### src/rtl/dmem_resp_pkg.sv
// Shared state encoding and default parameters for the latency responder.
package dmem_resp_pkg;

  localparam int unsigned DEF_DATA_W = 16;
  localparam int unsigned DEF_ADDR_W = 16;
  localparam int unsigned DEF_DEPTH  = 256;
  localparam int unsigned DEF_WAIT_W = 4;
  localparam int unsigned DROP_W     = 8;

  typedef enum logic [1:0] {
    IDLE = 2'd0,
    WAIT = 2'd1,
    RESP = 2'd2
  } state_e;

endpackage

### src/rtl/dmem_resp_ram.sv
// Single-port synchronous RAM with a registered, clearable read output.
module dmem_resp_ram #(
  parameter int unsigned DATA_W = 16,
  parameter int unsigned DEPTH  = 256,
  parameter int unsigned IDX_W  = 8
) (
  input  logic              clk_i,
  input  logic              rst_i,
  input  logic              we_i,
  input  logic              re_i,
  input  logic              clr_i,
  input  logic [IDX_W-1:0]  addr_i,
  input  logic [DATA_W-1:0] wdata_i,
  output logic [DATA_W-1:0] rdata_o
);

  logic [DATA_W-1:0] mem_q [DEPTH];
  logic [DATA_W-1:0] rdata_q;

  // Storage array: written on enable, never reset.
  always_ff @(posedge clk_i) begin
    if (we_i) begin
      mem_q[addr_i] <= wdata_i;
    end
  end

  // Read register: holds the last read until another read (or clear) occurs.
  always_ff @(posedge clk_i) begin
    if (rst_i) begin
      rdata_q <= '0;
    end else if (clr_i) begin
      rdata_q <= '0;
    end else if (re_i) begin
      rdata_q <= mem_q[addr_i];
    end
  end

  assign rdata_o = rdata_q;

endmodule

### src/rtl/dmem_latency_responder.sv
// Data-memory responder with programmable wait states and drop counting.
module dmem_latency_responder
  import dmem_resp_pkg::*;
#(
  parameter int unsigned DATA_W = DEF_DATA_W,
  parameter int unsigned ADDR_W = DEF_ADDR_W,
  parameter int unsigned DEPTH  = DEF_DEPTH,
  parameter int unsigned WAIT_W = DEF_WAIT_W
) (
  input  logic              clock,
  input  logic              reset,
  input  logic              Data_req,
  input  logic              Data_rd,
  input  logic [ADDR_W-1:0] Data_addr,
  input  logic [DATA_W-1:0] Data_din,
  input  logic [WAIT_W-1:0] wait_cfg,
  output logic [DATA_W-1:0] Data_dout,
  output logic              complete_data,
  output logic              busy,
  output logic              addr_err,
  output logic [DROP_W-1:0] drop_cnt
);

  localparam int unsigned   IDX_W   = (DEPTH > 1) ? $clog2(DEPTH) : 1;
  localparam logic [ADDR_W:0] DEPTH_L = (ADDR_W+1)'(DEPTH);

  state_e              state_q, state_d;
  logic [WAIT_W-1:0]   cnt_q, cnt_d;
  logic                rd_q, rd_d;
  logic [ADDR_W-1:0]   addr_q, addr_d;
  logic [DATA_W-1:0]   din_q, din_d;
  logic                complete_q, complete_d;
  logic                err_q, err_d;
  logic                busy_q, busy_d;
  logic [DROP_W-1:0]   drop_q, drop_d;

  logic [ADDR_W-1:0]   sel_addr;
  logic                sel_rd;
  logic                in_range;
  logic                ram_we, ram_re, ram_clr;

  // Next-state, capture, completion and RAM control decode.
  always_comb begin
    state_d    = state_q;
    cnt_d      = cnt_q;
    rd_d       = rd_q;
    addr_d     = addr_q;
    din_d      = din_q;
    drop_d     = drop_q;
    complete_d = 1'b0;
    err_d      = 1'b0;
    busy_d     = 1'b0;
    ram_we     = 1'b0;
    ram_re     = 1'b0;
    ram_clr    = 1'b0;

    // With zero wait states the RAM is read on the accept edge, so use live inputs.
    sel_addr = (state_q == IDLE) ? Data_addr : addr_q;
    sel_rd   = (state_q == IDLE) ? Data_rd   : rd_q;
    in_range = ({1'b0, sel_addr} < DEPTH_L);

    case (state_q)
      IDLE: begin
        if (Data_req) begin
          rd_d   = Data_rd;
          addr_d = Data_addr;
          din_d  = Data_din;
          if (wait_cfg == '0) begin
            state_d = RESP;
          end else begin
            state_d = WAIT;
            cnt_d   = wait_cfg - WAIT_W'(1);
          end
        end
      end
      WAIT: begin
        if (cnt_q == '0) begin
          state_d = RESP;
        end else begin
          cnt_d = cnt_q - WAIT_W'(1);
        end
      end
      RESP: begin
        state_d = IDLE;
      end
      default: begin
        state_d = IDLE;
      end
    endcase

    if (Data_req && (state_q != IDLE) && (drop_q != {DROP_W{1'b1}})) begin
      drop_d = drop_q + DROP_W'(1);
    end

    complete_d = (state_d == RESP);
    err_d      = complete_d && !in_range;
    busy_d     = (state_d != IDLE);
    ram_re     = complete_d && sel_rd && in_range;
    ram_clr    = complete_d && sel_rd && !in_range;
    // Writes commit at the edge closing the response cycle; reset cancels them.
    ram_we     = (state_q == RESP) && !rd_q && in_range && !reset;
  end

  // State and output registers with synchronous reset.
  always_ff @(posedge clock) begin
    if (reset) begin
      state_q    <= IDLE;
      cnt_q      <= '0;
      rd_q       <= 1'b0;
      addr_q     <= '0;
      din_q      <= '0;
      complete_q <= 1'b0;
      err_q      <= 1'b0;
      busy_q     <= 1'b0;
      drop_q     <= '0;
    end else begin
      state_q    <= state_d;
      cnt_q      <= cnt_d;
      rd_q       <= rd_d;
      addr_q     <= addr_d;
      din_q      <= din_d;
      complete_q <= complete_d;
      err_q      <= err_d;
      busy_q     <= busy_d;
      drop_q     <= drop_d;
    end
  end

  dmem_resp_ram #(
    .DATA_W (DATA_W),
    .DEPTH  (DEPTH),
    .IDX_W  (IDX_W)
  ) u_ram (
    .clk_i   (clock),
    .rst_i   (reset),
    .we_i    (ram_we),
    .re_i    (ram_re),
    .clr_i   (ram_clr),
    .addr_i  (sel_addr[IDX_W-1:0]),
    .wdata_i (din_q),
    .rdata_o (Data_dout)
  );

  assign complete_data = complete_q;
  assign busy          = busy_q;
  assign addr_err      = err_q;
  assign drop_cnt      = drop_q;

endmodule

### config.mk
export PLATFORM = sky130hd
export DESIGN_NAME = dmem_latency_responder
export DESIGN_NICKNAME = d
export VERILOG_FILES = /design/src/rtl/dmem_resp_pkg.sv /design/src/rtl/dmem_resp_ram.sv /design/src/rtl/dmem_latency_responder.sv
export SDC_FILE = /design/constraint.sdc
export NUM_CORES = 2
export LEC_CHECK = 0
export ABC_CLOCK_PERIOD_IN_PS = 6600
export CORE_UTILIZATION = 55
export DETAILED_ROUTE_END_ITERATION = 6
export GPL_TIMING_DRIVEN = 1
export PLACE_DENSITY = 0.72
export SLEW_MARGIN = 0
export SYNTH_ARGS = -nofsm -noshare
export SYNTH_HDL_FRONTEND = slang
export SYNTH_SLANG_ARGS = --single-unit
### constraint.sdc
create_clock -name clock -period 6.6 [get_ports clock]
set_clock_uncertainty 0.15 [all_clocks]
set_input_delay 0.99 -clock clock [delete_from_list [all_inputs] [get_ports clock]]
set_output_delay 0.99 -clock clock [all_outputs]
set_load 0.1 [all_outputs]
# Word-level counts from Yosys, hierarchy flattened
# Memory sizes are Yosys's and may differ from the RTL's. A register that Yosys moved wholly into a read port is not among the register bits.
# Index checks and enable logic that the tools add are counted.
[word_totals]
ff_bits = 50
latch_bits = 0
ramBits = 4096
romBits = 0
input_bits = 40
wordCells = 54
memories = 1
[classes]
n_addsub = 3
multipliers = 0
div_mod_pow = 0
magnitude_cmp = 1
eq_ne = 7
shift = 0
mux = 12
bitwise = 0
n_reduce_logical = 21
[mem_list]
columns = ["name", "words", "width", "rd", "rd_ports_with_merged_regs", "wr", "line", "rtl"]
rows = [
  ["u_ram.mem_q", 256, 16, 1, 1, 1, "dmem_resp_ram.sv:17", "logic [DATA_W-1:0] mem_q [DEPTH];"],
]
[ops]
columns = ["op", "count"]
rows = [
  ["16-bit by 9-bit < comparator with 1-bit output, second input constant", 1],
  ["16-bit two-way mux", 1],
  ["4-bit two-way mux", 3],
  ["1-bit logical AND", 9],
  ["8-bit by 1-bit adder with 8-bit output, second input constant", 1],
  ["4-bit logical NOT", 2],
  ["8-bit != test, second input constant", 1],
  ["4-bit one-hot mux with 2 select lines", 1],
  ["4-bit by 1-bit subtractor with 4-bit output, second input constant", 2],
  ["2-bit two-way mux", 3],
  ["2-bit != test, second input constant", 3],
  ["2-bit nonzero test", 3],
  ["2-bit equality test, second input constant", 2],
  ["2-bit one-hot mux with 2 select lines", 1],
  ["4-bit AND reduction", 1],
  ["1-bit logical NOT", 3],
  ["1-bit two-way mux", 3],
  ["2-bit by 1-bit equality test with 1-bit output, second input constant", 1],
  ["2-bit logical NOT", 1],
  ["2-bit AND reduction", 1],
  ["2-bit OR reduction", 1],
]

# Depth between registers and ports, before layout
[depth]
ltp_word = 8
mapped_depth = 13
depth_no_buf = 8

# Modules after synthesis
# Synthesis repeated with hierarchy kept, for this count alone.
[unflattened]
cells_unflattened = 7531
area_unflattened_um2 = 160377.6
[by_module_without_submodules]
columns = ["mod", "instances", "cells_per_inst", "area_per_inst_um2"]
rows = [
  ["dmem_resp_ram", 1, 7277, 158231.8],
  ["dmem_latency_responder", 1, 254, 2145.8],
]

# Worst setup path after synthesis
# OpenSTA, ideal clock, no wires.
[synth_path]
path_type = "flip-flop to flip-flop"
start = "register din_q[0]"
end = "memory u_ram.mem_q[0][0], data pin"
setup_time_ps = 856
arrival_time_ps = 3397
t_required_ps = 5594
path_slack_ps = 2197
stages_incl_launch_ff = 1
n_path_buf = 0
period_less_slack_ps = 4403
cell_sequence = "dfxtp_1"
[synth_rtl]
columns = ["item", "line", "rtl"]
rows = [
  ["from (decl)", "dmem_latency_responder.sv:31", "logic [DATA_W-1:0] din_q, din_d;"],
  ["from (signal assigned)", "dmem_latency_responder.sv:121", "din_q <= din_d;"],
  ["to (decl)", "dmem_resp_ram.sv:17", ""],
]
# No word-level cell before the write port.

# Worst setup path after layout
[layout_path]
start = "register state_q[1]"
end = "register u_ram.rdata_q[7], in the netlist u_ram.rdata_o[7] (read register of u_ram.mem_q)"
[layout_via]
elab_chain_cells = 6
[layout_rtl]
columns = ["item", "line", "rtl"]
rows = [
  ["from (decl)", "dmem_latency_responder.sv:27", "state_e state_q, state_d;"],
  ["from (signal assigned)", "dmem_latency_responder.sv:117", "state_q <= state_d;"],
  ["2-bit logical NOT (tied with other cells)", "dmem_latency_responder.sv:58, dmem_latency_responder.sv:59, dmem_latency_responder.sv:62", ""],
  ["16-bit two-way mux / 2-bit one-hot mux with 2 select lines (equally long branches)", "dmem_latency_responder.sv:58, dmem_latency_responder.sv:62", ""],
  ["16-bit by 9-bit < comparator with 1-bit output / 2-bit equality test (equally long branches)", "dmem_latency_responder.sv:60, dmem_latency_responder.sv:95", ""],
  ["1-bit logical NOT / 1-bit logical AND (equally long branches)", "dmem_latency_responder.sv:99, dmem_latency_responder.sv:98", ""],
  ["1-bit logical AND", "dmem_latency_responder.sv:99", "ram_clr = complete_d && sel_rd && !in_range;"],
  ["2-bit OR reduction (no line)", "n/a", ""],
  ["to (decl)", "dmem_resp_ram.sv:18", "logic [DATA_W-1:0] rdata_q;"],
]
# Parallel ways exist; a longest one is shown, timed or not.
# A chain may end at the register's enable or synchronous reset.

==> summary.md <==
| Metric | Value |
|---|---|
| Starting Density | `55.4%` |
| Post-synth top area cell | `edfxtp_1` |
| Postcts setup bufs | `0` |
| Clock root cell | `clkbuf_16` |
| Area occupied by multi-input gates | `0.0262 mm2` |
| Detailed Place HPWL | `248000 um` |
| CP max stage cell | `o41ai_1` |
| CTS tree | `done` |
| Clk_lat worst skew | `0.95 ns` |
| Synthesized cell area | `0.153 mm2` |
| Syn nets | `8763` |
| Post-cts hold buffer count | `0` |
| Fill cell count | `18.7k` |
| Worst vdd ir | `0.000348 V` |
| # resized after CTS | `0` |
| Global-route usage over all layers | `30.5%` |
| Max Slew Vio Count | `0` |
| Initial drt markers | `14.9k` |
| Crit path buffers/inverters | `2` |
| Failing checks | `DRC, capacitance limit` |
| Crit path cell chain | `nor2_4 > nor3b_1 > a31oi_4 > buf_12 > buf_4 > a21oi_1 > o41ai_1 > nand4_1 > a222oi_1 > a31oi_1` |
| Post-synth EDFFs | `4096` |
| Ys async rst share | `0%` |
| Ports | `67` |
| Initial antenna violation count | `22` |
| Critical path type | `flop to flop` |
| Final wirelength | `436000 um` |
| CTS Buffer Depth | `4` |
| CP max FO | `37` |
| Top cells by area, synth | `edfxtp_1 (80%), a22oi_1 (8.5%), a21oi_1 (3.0%)` |
| Clock Pin Slew Worst Setup and Hold Paths | `0.06 ns` |
| Syn. warnings | `0` |
| Post-synthesis register bit count | `4162` |
| Post-route cell area | `0.174 mm2` |
| DRT antenna net count | `0` |
| Period utilisation layout | `94.2%` |
| Setup TNS | `0 ns` |
| Fin util | `62.9%` |
| Max-Cap Viols | `1` |
| Height of the die | `530 um` |
| Critical path startpoint category | `flop` |
| TritonRoute pass-1 iters | `7` |
| Clk sinks | `4162` |
| WL/cell | `33.2 um` |
| Placed inst area | `0.161 mm2` |
| Inserted Clock Buffers | `392` |
| Largest net degree at the start of global routing | `193` |
| First-pass GRT wire length | `618000 um` |
| Most frequently used flop master after synthesis | `edfxtp_1` |
| Via Count | `91.5k` |
| Hold Fails Final Rpt | `0` |
| Count leader, synth | `edfxtp_1` |
| PortBufs | `66` |
| Detailed-route DRC error count | `4` |
| Critical Path Sink Type | `flop` |
| Via/cell ratio | `6.97` |
| Status | `finished with violations` |
| Post-synthesis sequential area ratio | `81.1%` |
| Row cnt | `193` |
| GR Overflow Total | `0` |
| Min cycle time layout | `6.22 ns` |
| Sequential cell area | `0.124 mm2` |
| Rel. slew slack | `1.44%` |
| Core area | `0.277 mm2` |
| CP top delay family | `compound AO/OA/AOI/OAI gates` |
| Syn-to-layout area delta | `13.4%` |
| Post-synth top cells | `edfxtp_1 (4096), a22oi_1 (1728), a21oi_1 (923)` |
| Die width | `530 um` |
| Final Setup Violations | `0` |
| Worst min-delay path class | `flop to flop` |
| Vias in the first global route | `87.6k` |
| Slowest stage delay, CP | `1.26 ns` |
| Tightest Pin Transition | `1.48 ns` |
| CP Data Arrival Time | `6.84 ns` |
| Max Fclk | `161 MHz` |
| PD cells | `332 mW/mm2` |
| Synthesized instance count | `8721` |
| WP data required | `7.22 ns` |
| Unrepaired setup endpoints after global routing | `no` |
| Share of layout cells above drive strength 1 | `12.9%` |
| Leak pwr | `0.0532 uW` |
| Synth cell types | `56` |
| Htree depth | `5` |
| Nets@finish | `9129` |
| GP Congestion | `0.906` |
| Syn Area/Cell | `17.6 um2` |
| Die Area | `0.281 mm2` |
| Yosys top cell area share | `80.2%` |
==> cells in the final DEF, fill, tap and decap left out, types with 11 or more instances in the layout <==
cell type        Yosys  final
a31oi_1             14     12
edfxtp_1          4096   4096
clkbuf_1           254     79
bufinv_16            0     48
nor4_1              24     23
nand2_1             99     88
diode_2              0     15
o21ai_0             65     65
dfxtp_1             66     50
clkinvlp_4           0     14
o41ai_1            200    187
a22o_1             160    160
nand3_1             11     11
clkdlybuf4s50_1      0     65
nor2_1             267    267
a21oi_1            923    923
o22ai_1             80     80
nand4_1             40     40
clkinv_2             0     87
o41ai_2              1     14
dfxtp_4              0     16
buf_4               41    494
clkinv_1             0     65
clkbuf_16            0    396
buf_12               0     71
a22oi_1           1728   1728
a221oi_1           160    160
==> cell families (layout without fill, tap and decap cells) <==
group	count (synthesis)	after routing	synth area share [%]
DFF	4162	4162	81.1
buffers and inverters	668	1359	2.02
xor gates and xnor gates	5	5	0.0286
other	0	15	0
adders and majority gates	2	2	0.0163
AOI/OAI and AO/OA	3386	3386	15.4
and+or+nand+nor	492	492	1.41
muxes	6	6	0.0392
==> per-layer routing <==
layer / part of all wire, % / GRT usage, % / vias up
li1: - / - / 37300
met1: 35 / 40.6 / 45900
met2: 46 / 47.1 / 7287
met3: 13 / 7.29 / 1028
met4: 5.7 / 15.7 / 22
met5: 0.032 / 0.154 / -
==> metrics by stage <==
stage,cells,total power (uW),setup slack [ns],hold WS [ns]
CTS,13100,57700,0.597,0.316
global placement,12400,35400,0.384,0.293
global route,13100,59000,0.451,0.336
floorplan,8721,33200,2.20,0.286
finish,13100,57700,0.380,0.315
detailed placement,12400,35500,0.328,0.306
==> report_power, final <==
| part | switching (uW) | leakage, uW | internal (uW) |
|---|---|---|---|
| combinational | 4040 | 0.00969 | 1590 |
| clock | 9630 | 0.00629 | 13000 |
| sequential | 213 | 0.0372 | 29300 |
| total | 13900 | 0.0532 | 43800 |
==> cell type report <==
cell class | instances | share of cell area (%)
Antenna cell | 15 | 0.0216
Clock buffer | 482 | 5.92
Multi-Input combinational cell | 3891 | 15.0
Sequential cell | 4162 | 71.5
Timing Repair Buffer | 634 | 3.35
Clock inverter | 237 | 1.47
Inverter | 6 | 0.0129
Tap cell | 3705 | 2.67
==> final timing paths <==
kind | startpoint | to | slack, ns | depth (start not counted)
worst min-delay path | addr_q[15] | addr_q[15] | 0.31 | 2
worst min register to register | addr_q[15] | addr_q[15] | 0.31 | 2
worst max-delay path | state_q[1] | u_ram.rdata_o[7] | 0.38 | 10
worst max register to register | state_q[1] | u_ram.rdata_o[7] | 0.38 | 10
==> flip-flops by register name (all words and copies together), names as in the netlist <==
name	count
addr_err	1
addr_q	16
busy	1
cnt_q	4
complete_data	1
din_q	16
drop_cnt	8
rd_q	1
state_q	2
u_ram.mem_q	4096
u_ram.rdata_o	16
==> tightest hold or removal path, delay by kind of cell (launching register included) <==
| family | cells | cell delay (ns) |
|---|---|---|
| AO/OA/AOI/OAI | 1 | 0.05 |
| AND/OR/NAND/NOR | 1 | 0.05 |
| flip-flops | 1 | 0.31 |
(Power assumes the default switching activity.)
